--- src/rtl/ext_ipa_pkg.sv ---
// Shared types and helpers for the ext AR burst splitter.
package ext_ipa_pkg;

  localparam logic [1:0] BURST_FIXED = 2'b00;
  localparam logic [1:0] BURST_INCR  = 2'b01;
  localparam logic [1:0] BURST_WRAP  = 2'b10;

  typedef enum logic {
    IDLE  = 1'b0,
    ISSUE = 1'b1
  } state_t;

  // Beats of width 1<<size from the beat-aligned addr12 up to the next 4 KB page; always >= 1.
  function automatic logic [12:0] beats_to_4k(input logic [11:0] addr12, input logic [2:0] size);
    logic [11:0] mask;
    logic [12:0] bytes;
    mask  = 12'hfff << size;
    bytes = 13'd4096 - {1'b0, addr12 & mask};
    return bytes >> size;
  endfunction

endpackage

--- src/rtl/ext_ar_split_calc_ipa.sv ---
// Combinational sizing of the next INCR sub-burst.
// EXT_AR_SPLIT_4K_EN additionally limits each sub-burst to its 4 KB page.
module ext_ar_split_calc_ipa
  import ext_ipa_pkg::*;
#(
  parameter int ADDR_WIDTH = 32,
  parameter int MAX_LEN    = 16
) (
  input  logic [ADDR_WIDTH-1:0] addr,
  input  logic [2:0]            size,
  input  logic [8:0]            rem,
  output logic [8:0]            beats,
  output logic [ADDR_WIDTH-1:0] next_addr,
  output logic                  last
);

  localparam logic [12:0] MAX_BEATS = 13'(MAX_LEN);

  logic [12:0]           lim;
  logic [ADDR_WIDTH-1:0] low_mask;
  logic [ADDR_WIDTH-1:0] step;

`ifdef EXT_AR_SPLIT_4K_EN
  logic [12:0] b4k;
  always_comb begin
    b4k = beats_to_4k(addr[11:0], size);
    lim = (b4k < MAX_BEATS) ? b4k : MAX_BEATS;
  end
`else
  always_comb begin
    lim = MAX_BEATS;
  end
`endif

  always_comb begin
    beats     = ({4'b0, rem} < lim) ? rem : lim[8:0];
    last      = (beats == rem);
    low_mask  = ~({ADDR_WIDTH{1'b1}} << size);
    step      = {{(ADDR_WIDTH-9){1'b0}}, beats} << size;
    // Later sub-bursts start beat-aligned; the sum wraps modulo 2^ADDR_WIDTH.
    next_addr = (addr & ~low_mask) + step;
  end

endmodule

--- src/rtl/ext_ar_burst_split_ipa.sv ---
// AR burst splitter: INCR bursts are cut into sub-bursts of at most MAX_LEN beats.
// Optional 4 KB splitting is enabled with the macro EXT_AR_SPLIT_4K_EN.
module ext_ar_burst_split_ipa
  import ext_ipa_pkg::*;
#(
  parameter int ID_WIDTH   = 4,
  parameter int ADDR_WIDTH = 32,
  parameter int USER_WIDTH = 6,
  parameter int MAX_LEN    = 16
) (
  input  logic                  clk_i,
  input  logic                  rst_ni,
  input  logic                  slave_valid_i,
  input  logic [ADDR_WIDTH-1:0] slave_addr_i,
  input  logic [2:0]            slave_prot_i,
  input  logic [3:0]            slave_region_i,
  input  logic [7:0]            slave_len_i,
  input  logic [2:0]            slave_size_i,
  input  logic [1:0]            slave_burst_i,
  input  logic                  slave_lock_i,
  input  logic [3:0]            slave_cache_i,
  input  logic [3:0]            slave_qos_i,
  input  logic [ID_WIDTH-1:0]   slave_id_i,
  input  logic [USER_WIDTH-1:0] slave_user_i,
  output logic                  slave_ready_o,
  output logic                  master_valid_o,
  output logic [ADDR_WIDTH-1:0] master_addr_o,
  output logic [2:0]            master_prot_o,
  output logic [3:0]            master_region_o,
  output logic [7:0]            master_len_o,
  output logic [2:0]            master_size_o,
  output logic [1:0]            master_burst_o,
  output logic                  master_lock_o,
  output logic [3:0]            master_cache_o,
  output logic [3:0]            master_qos_o,
  output logic [ID_WIDTH-1:0]   master_id_o,
  output logic [USER_WIDTH-1:0] master_user_o,
  output logic                  master_last_o,
  input  logic                  master_ready_i,
  output logic                  dbg_state_o
);

  // Handshakes: a transfer happens on a rising edge where valid and ready are both high;
  // master payload is held stable while master_valid_o is high and master_ready_i is low.
  state_t                state, nxt;
  logic [ADDR_WIDTH-1:0] addr_q, next_addr;
  logic [2:0]            prot_q, size_q;
  logic [3:0]            region_q, cache_q, qos_q;
  logic [7:0]            len_q;
  logic [1:0]            burst_q;
  logic                  lock_q;
  logic [ID_WIDTH-1:0]   id_q;
  logic [USER_WIDTH-1:0] user_q;
  logic [8:0]            rem_q, beats;
  logic                  incr_last, is_incr;

  ext_ar_split_calc_ipa #(.ADDR_WIDTH(ADDR_WIDTH), .MAX_LEN(MAX_LEN)) u_calc (
    .addr      (addr_q),
    .size      (size_q),
    .rem       (rem_q),
    .beats     (beats),
    .next_addr (next_addr),
    .last      (incr_last)
  );

  assign is_incr     = (burst_q == BURST_INCR);
  assign dbg_state_o = state;

  always_ff @(posedge clk_i) begin
    if (!rst_ni) state <= IDLE;
    else         state <= nxt;
  end

  always_comb begin
    nxt = state;
    case (state)
      IDLE:    if (slave_valid_i) nxt = ISSUE;
      ISSUE:   if (master_ready_i && (!is_incr || incr_last)) nxt = IDLE;
      default: nxt = IDLE;
    endcase
  end

  always_ff @(posedge clk_i) begin
    if (!rst_ni) begin
      addr_q <= '0; prot_q <= '0; region_q <= '0; len_q <= '0; size_q <= '0;
      burst_q <= '0; lock_q <= 1'b0; cache_q <= '0; qos_q <= '0;
      id_q <= '0; user_q <= '0; rem_q <= '0;
    end else if (state == IDLE && slave_valid_i) begin
      addr_q   <= slave_addr_i;   prot_q  <= slave_prot_i;  region_q <= slave_region_i;
      len_q    <= slave_len_i;    size_q  <= slave_size_i;  burst_q  <= slave_burst_i;
      lock_q   <= slave_lock_i;   cache_q <= slave_cache_i; qos_q    <= slave_qos_i;
      id_q     <= slave_id_i;     user_q  <= slave_user_i;
      rem_q    <= {1'b0, slave_len_i} + 9'd1;
    end else if (state == ISSUE && master_ready_i && is_incr && !incr_last) begin
      rem_q  <= rem_q - beats;
      addr_q <= next_addr;
    end
  end

  always_comb begin
    slave_ready_o   = (state == IDLE) && rst_ni;
    master_valid_o  = 1'b0;
    master_addr_o   = '0;
    master_prot_o   = '0;
    master_region_o = '0;
    master_len_o    = '0;
    master_size_o   = '0;
    master_burst_o  = '0;
    master_lock_o   = 1'b0;
    master_cache_o  = '0;
    master_qos_o    = '0;
    master_id_o     = '0;
    master_user_o   = '0;
    master_last_o   = 1'b0;
    if (state == ISSUE) begin
      master_valid_o  = 1'b1;
      master_addr_o   = addr_q;
      master_prot_o   = prot_q;
      master_region_o = region_q;
      master_size_o   = size_q;
      master_burst_o  = burst_q;
      master_lock_o   = lock_q;
      master_cache_o  = cache_q;
      master_qos_o    = qos_q;
      master_id_o     = id_q;
      master_user_o   = user_q;
      // FIXED, WRAP and the reserved encoding pass through as one unsplit burst.
      master_len_o    = is_incr ? 8'(beats - 9'd1) : len_q;
      master_last_o   = is_incr ? incr_last : 1'b1;
    end
  end

endmodule

--- config.mk ---
export PLATFORM = sky130hd
export DESIGN_NAME = ext_ar_burst_split_ipa
export DESIGN_NICKNAME = d
export VERILOG_FILES = /design/src/rtl/ext_ipa_pkg.sv /design/src/rtl/ext_ar_split_calc_ipa.sv /design/src/rtl/ext_ar_burst_split_ipa.sv
export SDC_FILE = /design/constraint.sdc
export NUM_CORES = 1
export LEC_CHECK = 0
export CAP_MARGIN = 20
export CORE_AREA = 2 2 150 93
export CTS_CLUSTER_SIZE = 28
export DETAILED_ROUTE_END_ITERATION = 16
export DIE_AREA = 0 0 152 95
export GPL_TIMING_DRIVEN = 0
export PLACE_DENSITY = 0.82
export REMOVE_ABC_BUFFERS = 1
export SLEW_MARGIN = 20
export SYNTH_ARGS = -nofsm -noshare
export SYNTH_HDL_FRONTEND = slang
export SYNTH_HIERARCHICAL = 1
export SYNTH_SLANG_ARGS = --single-unit
--- constraint.sdc ---
create_clock -name clk_i -period 3.6 [get_ports clk_i]
set_input_delay 1.08 -clock clk_i [delete_from_list [all_inputs] [get_ports clk_i]]
set_output_delay 1.08 -clock clk_i [all_outputs]
set_load 0.01 [all_outputs]
==> results.yml <==
outcome:
  status: "finished, violations left"
  violations: "negative setup slack"
timing:
  worst_slew_pin_slew_ps: 808
  fin_crit_ps: 3940
  drv_slew: 0
  max_clock_freq_ghz: 0.254
  worst_clock_skew_ps: 6.24
  grt_setup_unrepaired: "yes"
  setup_slack_ps: -337
  finalCritPeriodShare_pct: 109
  hold_violations: 0
  slew_headroom_pct: 46.1
  setup_violations: 28
synth:
  ys_types: 61
  synth_common_cells: "176 x nand2_1, 81 x dfxtp_1, 73 x and2_1"
  ys_seq_area_share_pct: 28.2
  yosys.area.top_type: "dfxtp_1"
  yosysTopAreaCellShare_pct: 28.2
  synth.area.top_cells: "dfxtp_1 28%, nand2_1 11%, and2_1 7.9%, a21oi_1 6.2%, ha_1 5.7%"
  yosysMostFrequentCell: "nand2_1"
  ys.flop_type: "dfxtp_1"
  synthArstFlopShare_pct: 0
  synth_warnings: 6
  synth-edff-count: 0
  ys_ff_latch: 81
  synthCells: 797
  synthesis.area_mm2: 0.00576
  syn_avg_cell_area_um2: 7.22
global_route:
  grt_pass1_vias: 5698
  grt_max_degree: 72
  grt_overflow: 0
  antenna_found_initial: 0
  grt_pass1_wl_um: 28200
  globalRouteTotalUtil_pct: 23.5
routing:
  final_antenna_net_count: 0
  post-route-drc-count: 0
  routed_wirelength_um: 18000
  viasPerCell: 5.58
  dr_total_vias: 6249
  drt_iter0_markers: 526
  wl_per_cell_um: 16.1
  dr.pass1.iters: 7
min_path:
  holdCritPathClass: "flop to flop"
  hold_depth: 2
  min_from: "prot_q[0]"
  hold_path_end: "prot_q[0]"
floorplanning:
  fp-row-count: 33
  die_y_um: 95
  initial_core_util_pct: 43.4
  core_area_mm2: 0.0133
  die_area_mm2: 0.0144
  die_w_um: 152
  io_pins: 150
critical_path:
  crit_path_max_incr_delay_ps: 560
  startpoint_type: "flop"
  cp-end-kind: "flop"
  r2r_end: "addr_q[30]"
  cp_data_required_time_ps: 3850
  r2r_cells: 18
  path_buf_inv: 1
  slowest_stage: "or4_4"
  cp.arrival_ps: 4190
  worstSetupPathType: "flop to flop"
  worstReg2RegStart: "rem_q[6]"
  path_cells: "or4_4 > nor2_4 > buf_6 > and2_4 > mux2i_1 > nor2_1 > a31oi_2 > nor2_1 > ha_1 > and3_4 > a221oi_4 > o21ai_4 > a21oi_4 > o21ai_4 > or3b_1 > xnor2_1 > nand2_1 > a311oi_1"
  rrSetupSlack_ps: -340
  critical-path-top-delay-family: "simple AND/OR/NAND/NOR gates"
  crit_fanout: 8
layout:
  multi_input_area_mm2: 0.00418
  fin_util_pct: 62.0
  nFillCells: 1137
  syn_to_final_growth_pct: 42.8
  seqCellArea_mm2: 0.00163
  final_nets: 1043
  n_antenna_cell: 0
  fin_area_mm2: 0.00822
  layout-drive-gt1-share_pct: 13.2
clock_tree:
  htreeDepth: 3
  cts_tree: "built"
  cts.clk_slew.worst_paths_ps: 70
  clk_latency_ps: 340
  ctsHoldBuffers: 0
  clock_sinks: 81
  clockBufferDepth: 2
  cts_root_buffer: "clkbuf_16"
  cts_made_buffers: 9
flow_run:
  drv_cap: 0
placed_design:
  port_buffers: 149
  gp_congestion: 0.886
  dpl.hpwl_um: 11800
  place_area_mm2: 0.00740
power_and_ir_drop:
  p_per_area_mw_per_mm2: 353
  leakagePower_nw: 3.19
  power_mw: 2.91
  peakVddDrop_v: 0.000266
area by class of cell:
class	count	area share, %
Clock buffer	10	2.78
Clock inverter	6	0.822
Inverter	20	1.28
Multi-Input combinational cell	649	50.9
Sequential cell	81	19.8
Tap cell	175	2.66
Timing Repair Buffer	179	21.8
tightest hold or removal path, cell delays in order (launching register included):
cell	delay [ps]
dfxtp_1	300
nand2_1	50
a21oi_1	50
worst max-delay path by stage:
stage / start / slack (ps) / end / cells past startpoint
2_1_floorplan: slave_valid_i / -930 / rem_q[8] / 4
3_3_place_gp: slave_valid_i / -3980 / rem_q[8] / 5
3_5_place_dp: rem_q[8] / -910 / addr_q[30] / 17
4_1_cts: rem_q[6] / -200 / addr_q[30] / 18
5_1_grt: rem_q[6] / -460 / addr_q[30] / 18
6_report: rem_q[6] / -340 / addr_q[30] / 18
placed cells by master, fill, tap and decap left out, types with 4 or more instances in the layout:
cell type and count:
ha_1 23, buf_4 22, nand4_1 6, xnor2_1 24, xor2_1 17, clkbuf_16 9
nor2b_1 6, conb_1 8, and2_1 70, nor2_1 63, a21oi_4 4, inv_1 15
clkdlybuf4s50_1 141, a21oi_2 5, buf_16 4, a311oi_2 9, o21a_1 5, a21oi_1 63
a21o_1 7, o21ai_0 13, nand3_1 18, and3_1 11, buf_2 4, a311oi_1 25
nor3b_1 4, dfxtp_1 77, dfxtp_2 4, a211oi_1 7, nand2_1 173
power breakdown:
group	leakage (nW)	internal [mW]	switching (mW)
combinational	2.38	0.433	0.475
clock	0.139	0.541	0.407
sequential	0.669	0.969	0.0813
metal layers:
layer  vias to the layer above  GRT usage (%)  wire [um]
met5                         -              0          0
met4                         0           4.91        349
met3                        34           8.03       1820
met2                       299           36.3       7660
met1                      2889           32.1       8220
li1                       3027              -          -
sequential cells by signal (all words and copies together), names as in the netlist, 3 cells and up:
register / count
addr_q: 32
prot_q: 3
rem_q: 9
len_q: 8
id_q: 4
user_q: 6
region_q: 4
size_q: 3
qos_q: 4
cache_q: 4
repair_timing:
| item | CTS | global route |
|---|---|---|
| resized for setup | 54 | 51 |
| hold endpoints to repair | 0 | 0 |
| buffers inserted | 16 | 8 |
| pin swaps | 20 | 46 |
| setup endpoints to repair | 38 | 33 |
logic make-up after synthesis:
group           Yosys count  synth area share (%)
simple gates            389                  31.7
compound gates          177                  20.6
flops                    81                  28.2
buf+inv                  74                  5.76
xor+xnor                 42                  6.39
fa+ha+maj                28                  6.35
mux                       5                 0.913
other cells               1                0.0651
stage by stage:
stage	hold WS (ps)	std cells	TNS [ps]	setup WS, ps
final	450	1120	-4590	-337
after global routing	468	1120	-9430	-457
after CTS	452	1112	-2780	-202
after detailed placement	442	1080	-22600	-907
after global placement	437	1074	-247110	-3980
after floorplan	432	750	-44240	-926
(Power assumes the default switching activity.)
